--- src/rtl/md_sched.sv ---
// rtl/md_sched.sv - multiply/divide sequencing controller: start pulse, decode stall, single writeback
module md_sched #(
  parameter int MAX_CYCLES  = 40,
  parameter int RSTATUS_REG = 30,
  parameter int MUL_EXC     = 4,
  parameter int DIV_EXC     = 5
) (
  input  logic        clock,
  input  logic        reset,
  input  logic        op_valid,
  input  logic [4:0]  opcode,
  input  logic [4:0]  alu_op,
  input  logic [4:0]  rd,
  input  logic        md_rdy,
  input  logic        md_exc,
  output logic        ctrl_mult,
  output logic        ctrl_div,
  output logic        stall,
  output logic        wb_en,
  output logic [4:0]  wb_reg,
  output logic        wb_status,
  output logic [31:0] wb_status_val,
  output logic        squash
);

  localparam int CW = $clog2(MAX_CYCLES + 1);
  localparam logic [CW-1:0] CNT_LAST = CW'(MAX_CYCLES - 1);
  localparam logic [CW-1:0] CNT_MAX  = {CW{1'b1}};

  typedef enum logic [1:0] {S_IDLE, S_START, S_BUSY, S_WB} state_t;

  state_t        r_state;
  logic [CW-1:0] r_cnt;
  logic          r_kind;
  logic [4:0]    r_rd;
  logic          r_exc;

  logic w_det;
  logic w_wb;

  assign w_det = op_valid & (opcode == 5'b00000) &
                 ((alu_op == 5'b00110) | (alu_op == 5'b00111));

  always_ff @(posedge clock or negedge reset) begin
    if (!reset) begin
      r_state <= S_IDLE;
      r_cnt   <= '0;
      r_kind  <= 1'b0;
      r_rd    <= '0;
      r_exc   <= 1'b0;
    end else begin
      case (r_state)
        S_IDLE: begin
          if (w_det) begin
            r_kind  <= alu_op[0];
            r_rd    <= rd;
            r_state <= S_START;
          end
        end
        S_START: begin
          r_cnt   <= '0;
          r_exc   <= 1'b0;
          r_state <= S_BUSY;
        end
        S_BUSY: begin
          if (r_cnt != CNT_MAX) r_cnt <= r_cnt + CW'(1);
          // Results arriving in START are dropped; only BUSY listens to md_rdy
          if (md_rdy) begin
            r_exc   <= md_exc;
            r_state <= S_WB;
          end else if (r_cnt == CNT_LAST) begin
            r_exc   <= 1'b1;
            r_state <= S_WB;
          end
        end
        S_WB:    r_state <= S_IDLE;
        default: r_state <= S_IDLE;
      endcase
    end
  end

  assign w_wb = (r_state == S_WB);

  assign ctrl_mult     = (r_state == S_START) & ~r_kind;
  assign ctrl_div      = (r_state == S_START) &  r_kind;
  // Stall is the only output allowed to see decode inputs; gate it so reset clears it
  assign stall         = reset & (((r_state == S_IDLE) & w_det) |
                                  (r_state == S_START) | (r_state == S_BUSY));
  assign squash        = w_wb;
  assign wb_status     = w_wb & r_exc;
  assign wb_en         = w_wb & (r_exc | (r_rd != 5'd0));
  assign wb_reg        = !w_wb ? 5'd0 : (r_exc ? 5'(RSTATUS_REG) : r_rd);
  assign wb_status_val = (w_wb & r_exc) ? (r_kind ? 32'(DIV_EXC) : 32'(MUL_EXC)) : 32'd0;

endmodule
--- config.mk ---
export PLATFORM = sky130hd
export DESIGN_NAME = md_sched
export DESIGN_NICKNAME = d
export VERILOG_FILES = /design/src/rtl/md_sched.sv
export SDC_FILE = /design/constraint.sdc
export NUM_CORES = 1
export LEC_CHECK = 0
export ABC_CLOCK_PERIOD_IN_PS = 3400
export BUFFER_PORTS_ARGS = -buffer_cell sky130_fd_sc_hd__clkbuf_2
export CAP_MARGIN = 40
export CELL_PAD_IN_SITES_DETAIL_PLACEMENT = 0
export CELL_PAD_IN_SITES_GLOBAL_PLACEMENT = 1
export CORE_MARGIN = 2
export CORE_UTILIZATION = 34
export CTS_CLUSTER_DIAMETER = 50
export DETAILED_ROUTE_END_ITERATION = 12
export PLACE_DENSITY_LB_ADDON = 0.1
export SLEW_MARGIN = 20
export SYNTH_ARGS = -nofsm -noshare
export SYNTH_HDL_FRONTEND = slang
export SYNTH_SLANG_ARGS = --single-unit
--- constraint.sdc ---
create_clock -name clock -period 3.4 [get_ports clock]
set_clock_uncertainty 0.15 [all_clocks]
set_input_delay 1.02 -clock clock [delete_from_list [all_inputs] [get_ports clock]]
set_output_delay 1.02 -clock clock [all_outputs]
set_load 0.01 [all_outputs]
==> results.ini <==
[die]
start_util = 0.3632
dieArea_um2 = 3820
core_area_um2 = 3128
ios = 63
die_x_um = 61.81
row_count = 20
fp.dieH_um = 61.81

[global_route]
grt_pass1_vias = 732
antenna_found_initial = 0
grt_overflow = 0
grt_pass1_wl_um = 3208
grt_start_max_net_pins = 16
track_usage = 0.1155

[yosys]
synthAdderAreaFrac = 0.05507
synth-seq-cells = 15
synth_compound_area_frac = 0.1421
seq_area_frac_synth = 0.3304
synthCells = 115
synth_top_area_share = 0.3304
ys_top_cells_by_area = dfrtp_1 (33%), buf_4 (20%), mux2_4 (7.9%), ha_1 (5.5%), nand3_1 (2.6%)
synth_edf_count = 0
synth_flop_cell = dfrtp_1
syn_area_um2 = 1136
yosys_warnings = 0
synth_top_cell_by_area = dfrtp_1
yosys.area_share.simple = 0.1399
synth_top_family_by_area = buffers and inverters
synthXorXnorAreaFrac = 0
muxShareOfSynthArea = 0.09802
async_flop_share = 1.000
avgSynthCellArea_um2 = 9.879
yosysUniqueCellTypes = 35

[routing]
route.detailed.wl_per_inst_um = 11.05
met2_length_um = 1031
vias_per_cell = 4.242
dr.first_iter.drc_count = 20
drc = 0
highest_layer = met4
dr_wl_met3_um = 138
num_vias = 823
dr.pass1.iters = 3
wl_met1_um = 957
postRouteAntennaNets = 0
wirelength_um = 2144

[timing]
timing.hold.ws_ns = 0.3937
setup_viol = 0
rsz0062_at_grt = false
fmaxAchievable_ghz = 0.3105
timing.final.crit_share = 0.9472
hold_viol = 0
fin_crit_ns = 3.220
fin_setup_tns_ns = 0
report.final.slew_viol_count = 0

[min_path]
hp-class = flop to flop
worstHoldStart = r_rd[4]

[clock_tree]
cts_hold_buf = 0
clk_latency_ns = 0.28
clock-sinks = 15
clkTransAtPathRegs_ns = 0.10
postCtsSetupRepairBufs = 0
cts_resized = 0
cts_buffer_depth = 2
cts_tree = yes
htree_levels = 1
root_buffer = clkbuf_4
cts-buffers-inserted = 3

[power_and_ir_drop]
peakVddDrop_mv = 0.2709
p_leak_nw = 0.7071
p_per_area_nw_per_um2 = 553.1

[final_layout]
syn_to_final_growth_pct = 11.45
fin_util = 0.4048
final_common_cell = clkbuf_2
drive_above_1_share = 0.3267
antenna_cells = 0
final_area_um2 = 1266
layout.nets = 176
layout_common_cells = clkbuf_2 (32), conb_1 (30), dfrtp_1 (15), inv_1 (7)

[placement]
place_hpwl_um = 1735
placed_area_um2 = 1239
port_buffers = 32
gp_congestion = 0.7170

[status]
status = finished clean

[critical_path]
required_ns = 2.23
cp-startpoint = opcode[1]
critPathArrivalTime_ns = 2.05
path_max_fanout = 2
worstSetupPathType = primary input to output port
start_kind = primary input
r2r_start = r_state[0]
end_kind = output port

[flow_run]
maxCapViolations = 0

## final timing paths
kind	to	slack (ns)	cells after the start
setup / recovery	stall	0.18	6
hold / removal	r_rd[4]	0.39	1
setup reg to reg	r_cnt[2]	1.57	5
hold reg to reg	r_rd[4]	0.39	1
max in group asynchronous	r_cnt[3]	2.39	2
min in group asynchronous	r_rd[3]	0.53	2
## critical path: stages
cell and delay (ns):
clkbuf_2 0.08, nor4_2 0.25, and4b_4 0.29, nand2_4 0.05
a21boi_0 0.18, clkbuf_2 0.17
## registers in the layout, summed over array words and instances (netlist names)
name / cells
r_rd: 5
r_cnt: 6
r_exc: 1
r_kind: 1
r_state: 2
## kinds of logic after synthesis
family	after synthesis
adders and majority gates	5
muxes	8
AOI/OAI and AO/OA	21
and+or+nand+nor	26
buffers and inverters	39
DFF	15
other	1
## routing by layer
layer,vias up,track usage
met2,33,0.1955
li1,407,-
met5,-,0
met1,381,0.1432
met3,2,0.01863
met4,0,0.05471
## metrics by stage
stage,worst slack [ns],total power [W],instances
6_report,0.1796,0.0007003,194
5_1_grt,0.06945,0.0007743,194
4_1_cts,0.1368,0.0007143,194
3_5_place_dp,0.1418,0.0006066,190
3_3_place_gp,0.1338,0.0005977,190
2_1_floorplan,0.2833,0.0005298,144
## Yosys cell counts (all sizes together), types with 3 or more instances
cell type / instances
buf: 31
dfrtp: 15
inv: 7
mux2: 7
nand3: 6
ha: 5
nor2: 5
nand2: 4
o21a: 4
o211ai: 3
o21ai: 3
## where the power goes
group	leakage, nW	internal [W]	switching (W)
clock	0.0177	0.0000436	0.0000593
combinational	0.489	0.000136	0.000191
sequential	0.201	0.000220	0.0000504
## area by class of cell
| class | count | area [µm²] |
|---|---|---|
| Fill cell | 323 | 1862 |
| Multi-Input combinational cell | 90 | 606.8 |
| Sequential cell | 15 | 375.4 |
| Timing Repair Buffer | 34 | 175.2 |
| Tap cell | 44 | 55.05 |
| Inverter | 7 | 26.28 |
| Clock buffer | 3 | 22.52 |
| Clock inverter | 1 | 5.005 |
Note: power is estimated with default switching activity, not from simulation.
